==> config.mk <==
export PLATFORM = sky130hd
export DESIGN_NAME = bram_arbiter_flat
export DESIGN_NICKNAME = d
export VERILOG_FILES = /design/src/rtl/bram_arbiter_if.sv /design/src/rtl/bram_arbiter.sv /design/src/flat_wrapper.sv
export SDC_FILE = /design/constraint.sdc
export NUM_CORES = 1
export LEC_CHECK = 0
export BUFFER_PORTS_ARGS = -buffer_cell sky130_fd_sc_hd__buf_2
export CELL_PAD_IN_SITES_DETAIL_PLACEMENT = 0
export CELL_PAD_IN_SITES_GLOBAL_PLACEMENT = 1
export CORE_MARGIN = 5
export CORE_UTILIZATION = 23
export DETAILED_ROUTE_END_ITERATION = 7
export GPL_TIMING_DRIVEN = 0
export HOLD_SLACK_MARGIN = 0.06
export PLACE_DENSITY = 0.86
export SYNTH_ARGS = -nofsm -noshare
export SYNTH_HDL_FRONTEND = slang
export SYNTH_SLANG_ARGS = --single-unit
export TNS_END_PERCENT = 20
==> constraint.sdc <==
create_clock -name clk -period 2.75 [get_ports clk]
set_clock_uncertainty 0.1 [all_clocks]
set_input_delay 0 -clock clk [delete_from_list [all_inputs] [get_ports clk]]
set_output_delay 0 -clock clk [all_outputs]
set_load 0.01 [all_outputs]
==> src/rtl/bram_arbiter_if.sv <==
//------------------------------------------------------------------------------
// Module      : bram_arbiter_if
// Description : Two-requester handshake/response bundle for bram_arbiter.
// Revision    : 1.0
//------------------------------------------------------------------------------
`default_nettype none

interface bram_arbiter_if #(
    parameter int W = 32,
    parameter int A = 9
);
    logic [1:0]     req_valid;
    logic [1:0]     req_we;
    logic [1:0]     req_lock;
    logic [2*A-1:0] req_addr;
    logic [2*W-1:0] req_wdata;
    logic [1:0]     req_ready;
    logic [1:0]     rsp_valid;
    logic [W-1:0]   rsp_data;
    logic [1:0]     addr_err;

    modport master (
        output req_valid, req_we, req_lock, req_addr, req_wdata,
        input  req_ready, rsp_valid, rsp_data, addr_err
    );

    modport slave (
        input  req_valid, req_we, req_lock, req_addr, req_wdata,
        output req_ready, rsp_valid, rsp_data, addr_err
    );
endinterface

`default_nettype wire

==> src/rtl/bram_arbiter.sv <==
//------------------------------------------------------------------------------
// Module      : bram_arbiter
// Description : Round-robin two-port arbiter for a single BRAM, with locked
//               bursts capped at MAX_BURST beats and out-of-range detection.
// Revision    : 1.0
//------------------------------------------------------------------------------
`default_nettype none

module bram_arbiter #(
    parameter int W         = 32,
    parameter int L         = 450,
    parameter int MAX_BURST = 16,
    localparam int A        = $clog2(L)
) (
    input  wire logic         clk,
    input  wire logic         rst,
    bram_arbiter_if.slave     bus,
    output logic [A-1:0]      ram_rd_addr,
    input  wire logic [W-1:0] ram_rd_data,
    output logic [A-1:0]      ram_wr_addr,
    output logic [W-1:0]      ram_wr_data,
    output logic              ram_wr_ena
);

    localparam int         BW  = $clog2(MAX_BURST + 1);
    localparam logic [A:0] c_L = (A + 1)'(L);

    typedef enum logic [1:0] {
        IDLE  = 2'd0,
        LOCK0 = 2'd1,
        LOCK1 = 2'd2
    } state_t;

    state_t        r_state;
    state_t        w_state_nxt;
    logic [BW-1:0] r_beat_cnt;
    logic [BW-1:0] w_beat_nxt;
    logic          r_last_grant;
    logic [A-1:0]  r_addr_hold;
    logic [1:0]    r_rsp_valid;
    logic [1:0]    r_addr_err;
    logic          r_rsp_oor;

    logic [1:0]    w_ready;
    logic          w_sel;
    logic          w_fire;
    logic          w_sel_we;
    logic          w_sel_lock;
    logic [A-1:0]  w_addr;
    logic          w_in_range;
    logic [1:0]    w_rsp_valid;

    // Grant: round-robin in IDLE, exclusive to the lock holder otherwise
    always_comb begin
        w_ready = 2'b00;
        w_sel   = 1'b0;
        if (!rst) begin
            unique case (r_state)
                IDLE: begin
                    if (bus.req_valid == 2'b11) w_sel = ~r_last_grant;
                    else                        w_sel = bus.req_valid[1];
                    if (bus.req_valid != 2'b00) w_ready = w_sel ? 2'b10 : 2'b01;
                end
                LOCK0: begin
                    w_sel   = 1'b0;
                    w_ready = {1'b0, bus.req_valid[0]};
                end
                LOCK1: begin
                    w_sel   = 1'b1;
                    w_ready = {bus.req_valid[1], 1'b0};
                end
                default: begin
                    w_ready = 2'b00;
                    w_sel   = 1'b0;
                end
            endcase
        end
    end

    assign w_fire     = |w_ready;
    assign w_sel_we   = w_sel ? bus.req_we[1]   : bus.req_we[0];
    assign w_sel_lock = w_sel ? bus.req_lock[1] : bus.req_lock[0];
    assign w_addr     = w_sel ? bus.req_addr[2*A-1:A] : bus.req_addr[A-1:0];
    assign w_in_range = ({1'b0, w_addr} < c_L);

    always_comb begin
        w_state_nxt = r_state;
        w_beat_nxt  = r_beat_cnt;
        unique case (r_state)
            IDLE: begin
                if (w_fire && w_sel_lock && (MAX_BURST > 1)) begin
                    w_state_nxt = w_sel ? LOCK1 : LOCK0;
                    w_beat_nxt  = BW'(1);
                end
            end
            LOCK0, LOCK1: begin
                // A lock holder that drops valid forfeits the lock
                if (!w_fire) begin
                    w_state_nxt = IDLE;
                    w_beat_nxt  = '0;
                end else if (!w_sel_lock || (r_beat_cnt == BW'(MAX_BURST - 1))) begin
                    w_state_nxt = IDLE;
                    w_beat_nxt  = '0;
                end else begin
                    w_beat_nxt  = r_beat_cnt + BW'(1);
                end
            end
            default: begin
                w_state_nxt = IDLE;
                w_beat_nxt  = '0;
            end
        endcase
    end

    always_ff @(posedge clk) begin
        if (rst) begin
            r_state      <= IDLE;
            r_beat_cnt   <= '0;
            r_last_grant <= 1'b1;
            r_addr_hold  <= '0;
            r_rsp_valid  <= 2'b00;
            r_addr_err   <= 2'b00;
            r_rsp_oor    <= 1'b0;
        end else begin
            r_state     <= w_state_nxt;
            r_beat_cnt  <= w_beat_nxt;
            if (w_fire) begin
                r_last_grant <= w_sel;
                r_addr_hold  <= w_addr;
            end
            r_rsp_valid <= (w_fire && !w_sel_we) ? w_ready : 2'b00;
            r_addr_err  <= (w_fire && !w_in_range) ? w_ready : 2'b00;
            r_rsp_oor   <= !w_in_range;
        end
    end

    assign ram_rd_addr = w_fire ? w_addr : r_addr_hold;
    assign ram_wr_addr = w_fire ? w_addr : r_addr_hold;
    assign ram_wr_data = w_sel ? bus.req_wdata[2*W-1:W] : bus.req_wdata[W-1:0];
    assign ram_wr_ena  = w_fire && w_sel_we && w_in_range;

    // Responses still in flight when reset rises are suppressed immediately
    assign w_rsp_valid   = r_rsp_valid & {2{~rst}};
    assign bus.req_ready = w_ready;
    assign bus.rsp_valid = w_rsp_valid;
    assign bus.addr_err  = r_addr_err & {2{~rst}};
    assign bus.rsp_data  = ((|w_rsp_valid) && !r_rsp_oor) ? ram_rd_data : '0;

endmodule

`default_nettype wire
==> src/flat_wrapper.sv <==
// flat-port wrapper written by rule: the top's interface ports become plain ports
module bram_arbiter_flat 
#(
    parameter int W         = 32,
    parameter int L         = 450,
    parameter int MAX_BURST = 16,
    localparam int A        = $clog2(L)
)
  (clk, rst, ram_rd_addr, ram_rd_data, ram_wr_addr, ram_wr_data, ram_wr_ena, bus_req_valid, bus_req_we, bus_req_lock, bus_req_addr, bus_req_wdata, bus_req_ready, bus_rsp_valid, bus_rsp_data, bus_addr_err);
  bram_arbiter_if #(.W(W)) bus_i ();
  input  wire logic clk;
  input  wire logic rst;
  output logic [A-1:0] ram_rd_addr;
  input  wire logic [W-1:0] ram_rd_data;
  output logic [A-1:0] ram_wr_addr;
  output logic [W-1:0] ram_wr_data;
  output logic ram_wr_ena;
  input wire logic [$bits(bus_i.req_valid)-1:0] bus_req_valid;
  input wire logic [$bits(bus_i.req_we)-1:0] bus_req_we;
  input wire logic [$bits(bus_i.req_lock)-1:0] bus_req_lock;
  input wire logic [$bits(bus_i.req_addr)-1:0] bus_req_addr;
  input wire logic [$bits(bus_i.req_wdata)-1:0] bus_req_wdata;
  output wire logic [$bits(bus_i.req_ready)-1:0] bus_req_ready;
  output wire logic [$bits(bus_i.rsp_valid)-1:0] bus_rsp_valid;
  output wire logic [$bits(bus_i.rsp_data)-1:0] bus_rsp_data;
  output wire logic [$bits(bus_i.addr_err)-1:0] bus_addr_err;
  assign bus_i.req_valid = bus_req_valid;
  assign bus_i.req_we = bus_req_we;
  assign bus_i.req_lock = bus_req_lock;
  assign bus_i.req_addr = bus_req_addr;
  assign bus_i.req_wdata = bus_req_wdata;
  assign bus_req_ready = bus_i.req_ready;
  assign bus_rsp_valid = bus_i.rsp_valid;
  assign bus_rsp_data = bus_i.rsp_data;
  assign bus_addr_err = bus_i.addr_err;
  bram_arbiter #(.W(W), .L(L), .MAX_BURST(MAX_BURST)) u_core (.clk(clk), .rst(rst), .bus(bus_i), .ram_rd_addr(ram_rd_addr), .ram_rd_data(ram_rd_data), .ram_wr_addr(ram_wr_addr), .ram_wr_data(ram_wr_data), .ram_wr_ena(ram_wr_ena));
endmodule
==> flow_summary.toml <==
[run_status]
status = "complete, no violations"

[clocking]
cts_made_buffers = 3
cts.htree.levels = 1
path_clk_slew_ns = 0.07
cts_root_buffer = "clkbuf_8"
cts_sinks = 22
clock_latency_ns = 0.26
cts_buffer_depth = 2
cts_tree = "done"

[timing]
finalCritPeriodShare_pct = 95.6
setup_viol = 0
min_period_ns = 2.63
report.final.slew_viol_count = 0
max-slew-margin-rel_pct = 33.7
tightestPinTransition_ns = 0.991
hold_viol = 0
grt_setup_unrepaired = "true"
fmax_mhz = 380

[yosys]
postSynthAreaPerCell_um2 = 8.52
ys_ff_latch = 22
ys_types = 38
ys_seq_area_share_pct = 22.2
synth_top_cell_area_share_pct = 22.2
netlist_instances = 233
yosysMostFrequentCell = "mux2_2"
async_flop_share_pct = 0
ys_top_cells_by_area = "dfxtp_1 22%, mux2_2 19%, and2_1 10%"
syn_nets = 361
syn_area_um2 = 1990
yosysTopAreaCell = "dfxtp_1"
synth_edf_count = 0
synth_ff_type = "dfxtp_1"
synth_common_cells = "34 x mux2_2, 33 x and2_1, 22 x dfxtp_1"
ys.warnings.count = 0

[finish]
fin_util_pct = 40.1
area_growth_pct = 67.6
num_antenna_cells = 0
nFillCells = 853
drive_above_1_share_pct = 60.8
layout.nets = 587
finalInstanceArea_um2 = 3330

[min_path]
hold_path.class = "input pin to register"

[setup_path]
cp_data_required_time_ns = 2.84
crit_fanout = 10
critPathMaxStageDelay_ns = 0.59
cp.buffers_inverters = 4
end_kind = "register"
arrival_ns = 2.72
cp-start-kind = "register"
crit_slowest_cell = "dlygate4sd3_1"
critical_path_class = "register to register"
cpLargestDelayFamily = "buffers and inverters"
worstPathCellList = "inv_1 > ha_1 > buf_6 > nand2_2 > o21a_4 > nor2_4 > buf_4 > mux2_2 > dlygate4sd3_1 > nor2_1"

[floorplan]
coreArea_um2 = 8300
ioPinCount = 211
initial_utilization_pct = 23.9
die_h_um = 103
die_area_um2 = 10600
die_w_um = 103
row_count = 33

[drt]
route.detailed.drc = 0
vias = 2532
routed_via_density = 4.51
antenna_left = 0
wirelength_mm = 7.89
drt-pass1-iter-count = 4
drt-initial-drc-count = 53
wl_per_cell_um = 14.0

[place]
dpl_cell_area_um2 = 3160
portBuffers = 209
hpwl_mm = 6.84
gp_congestion = 0.852

[pwr]
power.density_nw_per_um2 = 520
netSwitchingFraction_pct = 40.6
peakVddDrop_mv = 0.325
seqPwrFrac_pct = 23.2
power_frac_clock_pct = 11.1
power.leakage_nw = 1.75
p_int_mw = 1.03
comb_power_share_pct = 65.7
switchingPower_mw = 0.703

[grt]
grt_overflow = 0
grt_pass1_wl_mm = 11.3
track_usage_pct = 13.2
antenna_found_initial = 0
grt_pass1_vias = 2509
grt_max_degree = 12

[job]
maxCapViolCount = 0
repair_timing:
action | 4_1_cts | 5_1_grt
resized for setup | 1 | 4
hold endpoints to repair | 8 | 0
hold buffers | 8 | 0
buffers inserted | 0 | 4
pin swaps | 0 | 1
endpoints found under the setup margin | 6 | 11
cells in the final DEF, fill, tap and decap left out, types with 2 or more instances in the layout:
| cell type | count |
|---|---|
| mux2_2 | 34 |
| buf_6 | 2 |
| nor2_1 | 17 |
| buf_2 | 213 |
| o21ai_0 | 4 |
| and2_1 | 33 |
| ha_1 | 6 |
| nor3_1 | 3 |
| mux2i_1 | 8 |
| inv_1 | 10 |
| o311ai_0 | 4 |
| o211ai_1 | 2 |
| a211oi_1 | 9 |
| and3_1 | 4 |
| clkbuf_8 | 6 |
| nor2b_1 | 5 |
| dfxtp_1 | 22 |
| buf_4 | 13 |
| o2111ai_1 | 2 |
| clkbuf_1 | 5 |
| a21oi_1 | 11 |
| nand4_1 | 3 |
| nand3_1 | 7 |
| or4_1 | 5 |
| dlygate4sd3_1 | 8 |
| nand2_1 | 6 |
power by group through the flow:
stage               Clock (mW)  Sequential, mW  Combinational, mW
finish                   0.192           0.401               1.14
global route             0.212           0.409               1.25
CTS                      0.198           0.402               1.12
detailed placement           0           0.409               1.10
global placement             0           0.407               1.09
floorplan                    0           0.401              0.700
worst register-to-register path, stage by stage, from the launching register on:
cell	delay, ns
dfxtp_1	0.36
inv_1	0.09
ha_1	0.16
buf_6	0.13
nand2_2	0.07
o21a_4	0.24
nor2_4	0.19
buf_4	0.17
mux2_2	0.37
dlygate4sd3_1	0.59
nor2_1	0.09
through the flow:
stage	hold WS [ns]	cells	worst slack [ns]	setup TNS, ns	total power [mW]
floorplan	0.0444	233	0.712	0	1.10
global placement	0.187	547	0.256	0	1.50
detailed placement	0.186	547	0.256	0	1.51
CTS	0.0615	558	0.0810	0	1.72
global route	0.0846	562	-0.0459	-0.0464	1.87
finish	0.0545	562	0.121	0	1.73
metal layers:
metal	track usage, %	vias up	part of all wire (%)
li1	-	1268	-
met1	17.1	1129	41
met2	23.8	130	50
met3	2.03	5	9.3
met4	1.79	0	0.44
met5	0	-	0
cell families (layout without fill, tap and decap cells):
family | count (synthesis) | count (layout) | synth area share, %
flops | 22 | 22 | 22.2
buf+inv | 34 | 258 | 10.5
compound gates | 40 | 40 | 15.1
fa+ha+maj | 6 | 6 | 3.78
mux | 43 | 43 | 23.8
simple gates | 88 | 88 | 24.6
final timing paths:
| kind | from | endpoint | slack, ns | cells after the start |
|---|---|---|---|---|
| max | u_core.r_state[0]$_SDFFE_PP0P_ | u_core.r_rsp_valid[0]$_SDFF_PP0_ | 0.12 | 10 |
| min | bus_req_addr[0] | u_core.r_addr_hold[0]$_SDFF_PP0_ | 0.05 | 3 |
| max reg2reg | u_core.r_state[0]$_SDFFE_PP0P_ | u_core.r_rsp_valid[0]$_SDFF_PP0_ | 0.12 | 10 |
| min reg2reg | u_core.r_last_grant$_SDFFE_PP1N_ | u_core.r_last_grant$_SDFFE_PP1N_ | 0.41 | 2 |
final cells by class:
class                   count  area [um2]  share of cell area (%)
plain buffers              24         175                    5.26
clock buffers               3        41.3                    1.24
inverters                  10        37.5                    1.13
multi-input cells         177        1350                    40.5
flip-flops and latches     22         440                    13.2
well taps                 105         131                    3.95
repair buffers            221        1160                    34.7
flip-flops by register name, indices dropped and copies added, names as in the netlist:
| name | count |
|---|---|
| u_core.r_addr_err | 2 |
| u_core.r_rsp_valid | 2 |
| u_core.r_rsp_oor | 1 |
| u_core.r_beat_cnt | 5 |
| u_core.r_state | 2 |
| u_core.r_last_grant | 1 |
| u_core.r_addr_hold | 9 |
Note: power is estimated with default switching activity, not from simulation.
